==> config.mk <==
export PLATFORM = sky130hd
export DESIGN_NAME = pi_error_calc_mc
export DESIGN_NICKNAME = d
export VERILOG_FILES = /design/src/rtl/pi_error_calc_mc.sv
export SDC_FILE = /design/constraint.sdc
export NUM_CORES = 1
export LEC_CHECK = 0
export ABC_AREA = 1
export ABC_CLOCK_PERIOD_IN_PS = 2250
export CORE_ASPECT_RATIO = 2
export CORE_MARGIN = 2
export CORE_UTILIZATION = 49
export DETAILED_ROUTE_END_ITERATION = 7
export PLACE_DENSITY = 0.76
export SYNTH_ARGS = -nofsm -noshare
export SYNTH_HDL_FRONTEND = slang
export SYNTH_SLANG_ARGS = --single-unit
==> constraint.sdc <==
create_clock -name clk -period 2.25 [get_ports clk]
set_input_delay 0.225 -clock clk [delete_from_list [all_inputs] [get_ports clk]]
set_output_delay 0.225 -clock clk [all_outputs]
set_load 0.02 [all_outputs]
==> src/rtl/pi_error_calc_mc.sv <==
// Multi-channel PI error stage: error = ref[ch] - sample, two-stage pipeline with signed saturation.
// Optional deadband before saturation when PI_ERR_DEADBAND_EN is defined.
module pi_error_calc_mc #(
  parameter int DATA_WIDTH = 16,
  parameter int ERR_WIDTH  = 16,
  parameter int NUM_CH     = 3,
  parameter int CH_WIDTH   = 2
) (
  input  logic                  clk,
  input  logic                  reset_n,
  input  logic                  ref_wr_en,
  input  logic [CH_WIDTH-1:0]   ref_wr_ch,
  input  logic [DATA_WIDTH-1:0] ref_wr_data,
  input  logic                  s_tvalid,
  output logic                  s_tready,
  input  logic [DATA_WIDTH-1:0] s_tdata,
  input  logic [CH_WIDTH-1:0]   s_tuser,
  output logic                  m_tvalid,
  input  logic                  m_tready,
  output logic [ERR_WIDTH-1:0]  m_tdata,
  output logic [CH_WIDTH-1:0]   m_tuser,
  output logic                  m_tsat,
  output logic [15:0]           sat_count,
  output logic                  ch_err,
  input  logic                  stat_clr
`ifdef PI_ERR_DEADBAND_EN
  ,
  input  logic [DATA_WIDTH-1:0] deadband
`endif
);

  localparam logic [CH_WIDTH:0] NUM_CH_W = (CH_WIDTH+1)'(NUM_CH);
  localparam logic signed [DATA_WIDTH:0] ERR_MAX = (DATA_WIDTH+1)'(2**(ERR_WIDTH-1) - 1);
  localparam logic signed [DATA_WIDTH:0] ERR_MIN = (DATA_WIDTH+1)'(-(2**(ERR_WIDTH-1)));

  logic [DATA_WIDTH-1:0]        ref_bank [NUM_CH];
  logic [DATA_WIDTH-1:0]        ref_rd;
  logic                         en;
  logic                         accept;
  logic                         ch_valid;
  logic                         wr_valid;
  logic signed [DATA_WIDTH:0]   diff;
  logic                         s1_valid;
  logic signed [DATA_WIDTH:0]   s1_diff;
  logic [CH_WIDTH-1:0]          s1_ch;
  logic signed [DATA_WIDTH:0]   clamp;
  logic                         sat;
  logic                         sat_inc;

  assign en       = !m_tvalid || m_tready;
  assign s_tready = en;
  assign accept   = s_tvalid && en;
  assign ch_valid = {1'b0, s_tuser} < NUM_CH_W;
  assign wr_valid = ref_wr_en && ({1'b0, ref_wr_ch} < NUM_CH_W);
  assign sat_inc  = m_tvalid && m_tready && m_tsat;

  always_comb begin
    ref_rd = '0;
    for (int i = 0; i < NUM_CH; i++) begin
      if (s_tuser == CH_WIDTH'(i)) ref_rd = ref_bank[i];
    end
  end

  assign diff = $signed({1'b0, ref_rd}) - $signed({1'b0, s_tdata});

`ifdef PI_ERR_DEADBAND_EN
  logic [DATA_WIDTH:0] mag;
  assign mag = s1_diff[DATA_WIDTH] ? DATA_WIDTH'(0) - s1_diff : s1_diff;
`endif

  always_comb begin
    clamp = s1_diff;
    sat   = 1'b0;
`ifdef PI_ERR_DEADBAND_EN
    // Deadband wins over saturation: a small error is forced to zero first.
    if (mag <= {1'b0, deadband}) begin
      clamp = '0;
    end else
`endif
    if (s1_diff > ERR_MAX) begin
      clamp = ERR_MAX;
      sat   = 1'b1;
    end else if (s1_diff < ERR_MIN) begin
      clamp = ERR_MIN;
      sat   = 1'b1;
    end
  end

  always_ff @(posedge clk) begin
    if (!reset_n) begin
      for (int i = 0; i < NUM_CH; i++) ref_bank[i] <= '0;
      s1_valid  <= 1'b0;
      s1_diff   <= '0;
      s1_ch     <= '0;
      m_tvalid  <= 1'b0;
      m_tdata   <= '0;
      m_tuser   <= '0;
      m_tsat    <= 1'b0;
      sat_count <= '0;
      ch_err    <= 1'b0;
    end else begin
      // Sample uses the pre-write reference since ref_rd is read combinationally here.
      if (wr_valid) begin
        for (int i = 0; i < NUM_CH; i++) begin
          if (ref_wr_ch == CH_WIDTH'(i)) ref_bank[i] <= ref_wr_data;
        end
      end
      if (en) begin
        s1_valid <= accept && ch_valid;
        s1_diff  <= diff;
        s1_ch    <= s_tuser;
        m_tvalid <= s1_valid;
        m_tdata  <= clamp[ERR_WIDTH-1:0];
        m_tuser  <= s1_ch;
        m_tsat   <= s1_valid && sat;
      end
      if (stat_clr) begin
        sat_count <= '0;
        ch_err    <= 1'b0;
      end else begin
        if (sat_inc && sat_count != 16'hFFFF) sat_count <= sat_count + 16'd1;
        if (accept && !ch_valid) ch_err <= 1'b1;
      end
    end
  end

endmodule

==> results of run 1 <==
==> cell families (layout without fill, tap and decap cells) <==
family          after synthesis  in the layout  synth area share, %
compound gates              102            102                10.46
fa+ha+maj                    18             18                4.277
flops                       105            105                47.46
buf+inv                     146            257                10.60
xor+xnor                     11             11                1.770
simple gates                319            319                25.43
==> path summary, 6_finish.rpt <==
| kind | to | cells past startpoint | startpoint | slack [ps] |
|---|---|---|---|---|
| setup / recovery | s1_diff[8] | 14 | ref_bank[0][16] | 70 |
| hold / removal | ch_err | 2 | ch_err | 450 |
| setup reg to reg | s1_diff[8] | 14 | ref_bank[0][16] | 70 |
| hold reg to reg | ch_err | 2 | ch_err | 450 |
==> what timing repair did <==
item,4_1_cts,5_1_grt
pin swaps,1,9
setup buffers,0,1
resized for setup,10,12
hold buffers,0,0
endpoints found under the setup margin,13,7
==> layout by cell type, fill, tap and decap left out, types with 5 or more instances in the layout <==
master / count
a21oi_1: 41
a21oi_2: 8
buf_4: 36
clkbuf_16: 9
clkdlybuf4s50_1: 77
dfxtp_1: 57
edfxtp_1: 48
ha_1: 16
inv_1: 120
nand2_1: 163
nand2_2: 12
nand3_1: 50
nand4_1: 8
nor2_1: 60
nor3_1: 8
o211ai_1: 5
o21ai_0: 39
o22ai_1: 6
xnor2_1: 5
xor2_1: 5
==> critical path: stages, from the launching register on <==
cell and delay (ps):
edfxtp_1 360, and3_4 150, a221oi_2 180, ha_2 210, inv_2 50, fa_2 350
nand2_1 80, nand2_2 60, and2_4 150, nand2_1 70, nand2_2 70, xnor2_2 150
nand2_1 70, nand2_1 70, inv_1 50
==> routing by layer <==
metal | routed length (um) | global-route usage [%] | part of all wire (%)
met1 | 4499 | 20.43 | 35
met3 | 393 | 3.542 | 3.1
met5 | 0 | 0 | 0
met4 | 678 | 13.70 | 5.3
met2 | 7298 | 42.37 | 57
==> where the power goes <==
part	switching (mW)	leakage (nW)	total (mW)	internal, mW
Combinational	0.581	2.10	1.05	0.467
Sequential	0.0746	0.941	2.25	2.18
Clock	0.665	0.147	1.52	0.858
==> through the flow <==
stage / setup TNS [ps] / setup WS, ps / cell area, um^2
2_1_floorplan: 0 / 17.73 / 5441
6_report: 0 / 69.30 / 6935
3_3_place_gp: -5402 / -454.5 / 6583
3_5_place_dp: -6556 / -552.1 / 6583
4_1_cts: 0 / 82.21 / 6894
5_1_grt: -58.39 / -56.37 / 6935
==> area by class of cell <==
| class | instances | area, um^2 |
|---|---|---|
| Multi-Input combinational cell | 450 | 2341 |
| Clock buffer | 10 | 229.0 |
| Timing Repair Buffer | 116 | 1080 |
| Clock inverter | 6 | 57.56 |
| Tap cell | 140 | 175.2 |
| Fill cell | 922 | 3943 |
| Inverter | 125 | 470.5 |
| Sequential cell | 105 | 2582 |
==> state kept, by name (all words and copies together), names as in the netlist <==
signal	cells
s1_diff	17
m_tvalid	1
sat_count	16
ch_err	1
m_tdata	16
m_tuser	2
ref_bank	48
s1_ch	2
s1_valid	1
m_tsat	1
==> metrics.md, run 1 <==
| Metric | Value |
|---|---|
| Placed insts | 935 |
| Layout cells sized above 1 | a little under an eighth |
| Measured slew at the worst slew-check pin | 575.5 ps |
| Max Clock Freq | 458.6 MHz |
| Setup violations, final | 0 |
| Synth async-reset ratio | 0% |
| Vias/cell | 5.148 |
| # IOs | 80 |
| Final core area utilization | 63.76% |
| Die Ht | approximately 150 um |
| Slew margin rel. | 61.59% |
| Synth top area share | 26.49% |
| Post-synth net total | approximately 760 |
| Post-route antenna net violation count | 0 |
| Crit-path max FO | 3 |
| Vias in the first global route | about 4,800 |
| Count leader, synth | nand2_1 |
| Num CTS Buffers | 9 |
| Num rows | 54 |
| Final slew viol count | 0 |
| H-tree levels | 3 |
| NumNets Final | 867 |
| Total Routed Length | around 13 mm |
| Die area | 12,020 um^2 |
| Final count of hold timing violations | 0 |
| Final estimated routing congestion in global placement | 0.9452 |
| Synthesis-to-layout area growth | 27.45% |
| Initial DRC Count | 252 |
| Syn. warnings | 0 |
| CP required | 2490 ps |
| Total gr overflow | 0 |
| Type of origin of the critical path | flip-flop |
| Number of remaining DRC errors | 0 |
| DR WL/cell | 13.52 um |
| First-pass GRT wire length | 20.91 mm |
| CP Capture Type | flip-flop |
| Ys flop type | dfxtp_1 |
| Worst hold slack | between 400 and 500 ps |
| Die width | 78.52 um |
| Synth area leaders | edfxtp_1 (26%), dfxtp_1 (21%), nand2_1 (12%), inv_1 (8.4%), nand3_1 (4.7%) |
| Iteration count of the initial detailed-routing pass | 4 |
| Post-Syn Instances | roughly 700 |
| Total GRT Usage | 21.97% |
| Status | completed |
| Static Leakage | about 3.2 nW |
| Yosys top cell by area | edfxtp_1 |
| Starting density of the core | 50.02% |
| Final Cycle Share | between 90% and 100% |
| Post-layout min period | 2181 ps |
| Seq/Total Area, Yosys | 47.46% |
| DP HPWL | around 10 mm |
| N_diodes | 0 |
| Largest net degree at the start of global routing | 59 |
| IO buf count | 79 |
| MaxCap Viol Count | 0 |
| Power density of the placed cells | 695.3 nW/um^2 |
| Syn Area/Cell | 7.762 um^2 |
| Clock-pin slew on the worst setup and hold paths | around 70 ps |
| Synthesized flop and latch total | 105 |
| Number of synthesized flops with an enable pin | 48 |
| Netlist cell types | 38 |
| Worst vdd ir | 0.0005988 V |
| Critical path class | reg -> reg |
| Core Box Area | 10,880 um^2 |
| Finished Layout Cells | 952 |
| Hold crit path type | reg -> reg |
| Final Power | a little under 5 mW |
| Setup Skew | ~8.7 ps |
| CTS tree | yes |
| Root buffer cell | clkbuf_16 |
| Initial antenna violation count | 0 |
| DR vias | 4,901 |
| Post-synth top cells | nand2_1 (168), inv_1 (122), nor2_1 (62), dfxtp_1 (57), nand3_1 (51) |
| Arrival time worst endpoint | 2420 ps |
| Skew-Pair Late Insertion Delay | between 300 and 400 ps |
| Clock Sink Count | 105 |
| Area of the mapped netlist | 5441 um^2 |
| Clk buf depth | 2 |
Power figures use the tool's default switching activity.
==> run 2: changes to the inputs <==
--- a/config.mk
+++ b/config.mk
@@ -6,12 +6,13 @@
 export NUM_CORES = 1
 export LEC_CHECK = 0
 export ABC_AREA = 1
-export ABC_CLOCK_PERIOD_IN_PS = 2250
+export ABC_CLOCK_PERIOD_IN_PS = 1850
 export CORE_ASPECT_RATIO = 2
 export CORE_MARGIN = 2
-export CORE_UTILIZATION = 49
+export CORE_UTILIZATION = 51
+export CTS_BUF_LIST = sky130_fd_sc_hd__clkbuf_4
 export DETAILED_ROUTE_END_ITERATION = 7
-export PLACE_DENSITY = 0.76
+export PLACE_DENSITY_LB_ADDON = 0.3
 export SYNTH_ARGS = -nofsm -noshare
 export SYNTH_HDL_FRONTEND = slang
 export SYNTH_SLANG_ARGS = --single-unit
==> constraint.sdc (replaced) <==
create_clock -name clk -period 1.85 [get_ports clk]
set_input_delay 0.185 -clock clk [delete_from_list [all_inputs] [get_ports clk]]
set_output_delay 0.185 -clock clk [all_outputs]
set_load 0.02 [all_outputs]
==> run 2 against run 1 <==
  * The flow now finishes with violations (setup timing)
  * Routed wire length is 10% higher
  * First-iteration DRC count up 29%
  * Fmax about the same
  * Worst hold slack got worse by 250 ps
  * Largest power group unchanged
  * Highest routed layer unchanged
  * Cell count increased by 1.9%
  * Core utilization is 5.8 points higher
  * Total power is 11% higher
==> metrics.md, run 2 (same netlist as run 1, synthesis figures left out) <==
| Metric | Value |
|---|---|
| Measured slew at the worst slew-check pin | 445.8 ps |
| Seq. cell area | 2582 um^2 |
| Worst setup margin | -332.6 ps |
| CP cell instances | and3_4 -> a221oi_4 -> ha_2 -> inv_2 -> fa_2 -> nand2_2 -> nand2_2 -> and2_4 -> buf_6 -> nand3_4 -> nand3_2 -> nand2_1 -> nand3_1 -> nand2_1 -> inv_1 |
| Starting density of the core | 51.93% |
| Layout cells sized above 1 | 20.53% |
| MaxCap Viol Count | 0 |
| Delay-heaviest family, CP | simple AND/OR/NAND/NOR gates |
| Most common cell after layout, fill and taps aside | nand2_1 |
| Clock-pin slew on the worst setup and hold paths | 150 ps |
| Worst hold slack | 203.8 ps |
| Static Leakage | 3.298 nW |
| Multi-input logic area | 2641 um^2 |
| P_sw | 1.609 mW |
| Clock share of power | 20.4% |
| CP required | ~2200 ps |
| Crit-path max FO | 3 |
| DR vias | 4,958 |
| # IOs | 80 |
| Power density of the placed cells | 732.4 nW/um^2 |
| Worst vdd ir | 0.0006316 V |
| Hold crit path type | in -> reg |
| Final core area utilization | 69.60% |
| Arrival time worst endpoint | 2560 ps |
| Type of origin of the critical path | flip-flop |
| Die Ht | 150.1 um |
| Initial DRC Count | 324 |
| DP HPWL | 10.99 mm |
| Critical path class | reg -> reg |
| Iteration count of the initial detailed-routing pass | 5 |
| Setup violations, final | 9 |
| Skew-Pair Late Insertion Delay | 460 ps |
| CP Capture Type | flip-flop |
| Num rows | 53 |
| Slew margin rel. | ~70% |
| Pre-CTS WS | -932.3 ps |
| H-tree levels | 3 |
| Setup_tns | -1865 ps |
| Num CTS Buffers | 9 |
| Sequential Power Share | ~51% |
| CTS tree | yes |
| Number of flip-flops under the largest register name | 48 |
| Core Box Area | 10,480 um^2 |
| IO buf count | 79 |
| DR WL/cell | 14.60 um |
| Finished Layout Cells | 970 |
| Status | finished with violations |
| Post-route antenna net violation count | 0 |
| Total gr overflow | 0 |
| Clock Sink Count | 105 |
| Final Cycle Share | 118.0% |
| N_diodes | 0 |
| Biggest registers after layout | ref_bank: 48 flops, s1_diff: 17 flops |
| Vias in the first global route | 4,951 |
| Die width | 77.04 um |
| Gate power share | 28.3% |
| Worst path max stage delay | just under 400 ps |
| Initial antenna violation count | 0 |
| Largest net degree at the start of global routing | 37 |
| Final count of hold timing violations | 0 |
| Clk buf depth | 2 |
| NumNets Final | 889 |
| Post-layout min period | 2183 ps |
| Number of remaining DRC errors | 0 |
| Root buffer cell | clkbuf_4 |
| Max Clock Freq | 458.2 MHz |
| First-pass GRT wire length | roughly 22 mm |
| Total GRT Usage | 24.79% |
| Fill cell count | 860 |
| Setup Skew | 14.19 ps |
| Synthesis-to-layout area growth | 34.01% |
| RSZ-0062 raised after global routing | yes |
| Vias/cell | 5.111 |
| Total Routed Length | approximately 14 mm |
| Buf+Inv Stages, Crit Path | 3 |
| Hold buffers post-CTS | 0 |
| Slowest CP cell | edfxtp_1 |
| Die area | 11,560 um^2 |
| Largest register by flop count | ref_bank |
| Violated checks | setup timing |
| Placed insts | 948 |
| Most frequent cells in the layout | nand2_1 (141), inv_1 (116), clkdlybuf4s50_1 (77) |
| Switching share of power | 30.12% |
| Final slew viol count | 0 |
| Pint | 3.732 mW |
| Final estimated routing congestion in global placement | 0.9420 |
[run 2: changes by cell type in the layout (fill, tap and decap cells not counted), sizes merged]
cell / previous run / this run
inv: 126 / 124
clkdlybuf4s15: 1 / 0
clkinv: 4 / 3
buf: 37 / 61
clkinvlp: 0 / 3
clkbuf: 10 / 9
dlygate4sd2: 1 / 0
[run 2: power groups by stage]
| stage | combinational, mW | clock [mW] | sequential, mW |
|---|---|---|---|
| after CTS | 1.37 | 1.10 | 2.73 |
| final | 1.51 | 1.09 | 2.74 |
| after floorplan | 0.680 | 0 | 2.83 |
| after global placement | 1.27 | 0 | 2.78 |
| after detailed placement | 1.30 | 0 | 2.79 |
| after global routing | 1.66 | 1.19 | 2.76 |
[run 2: routing by layer]
metal	global-route usage (%)	share of wire [%]	up-vias
met5	0	0	-
met4	14.82	5.2	0
met3	3.800	2.9	40
met2	51.36	59	133
met1	21.18	33	2291
li1	-	-	2494
[run 2: area by class of cell]
class	count	share of cell area, %
Sequential cell	105	35.42
Clock buffer	9	0.9266
Inverter	125	6.658
Multi-Input combinational cell	450	36.22
Timing Repair Buffer	138	17.72
Clock inverter	6	0.7035
Tap cell	137	2.351
[run 2: path summary, 6_finish.rpt]
check	start	endpoint	slack (ps)	cells past startpoint
worst max register to register	ref_bank[0][16]	s1_diff[12]	-330	15
worst min-delay path	s_tuser[1]	ch_err	200	4
worst max-delay path	ref_bank[0][16]	s1_diff[12]	-330	15
worst min register to register	s1_diff[14]	m_tdata[14]	470	2
[run 2: worst register-to-register path, stage by stage (launching register included)]
cell and delay [ps]:
edfxtp_1 390, and3_4 190, a221oi_4 180, ha_2 220, inv_2 40, fa_2 340, nand2_2 70, nand2_2 60
and2_4 160, buf_6 110, nand3_4 60, nand3_2 60, nand2_1 70, nand3_1 60, nand2_1 60, inv_1 30
[run 2: metrics by stage]
| stage | cell area (um^2) | total power, mW |
|---|---|---|
| global route | 7292 | 5.620 |
| global placement | 6755 | 4.046 |
| finish | 7292 | 5.341 |
| CTS | 7034 | 5.206 |
| floorplan | 5465 | 3.509 |
| detailed placement | 6755 | 4.081 |
[run 2: timing repair]
| action | 4_1_cts | 5_1_grt |
|---|---|---|
| setup endpoints to repair | 15 | 14 |
| hold endpoints to repair | 0 | 0 |
| gates resized for setup | 38 | 54 |
| pin swaps | 15 | 30 |
| buffers inserted | 5 | 2 |
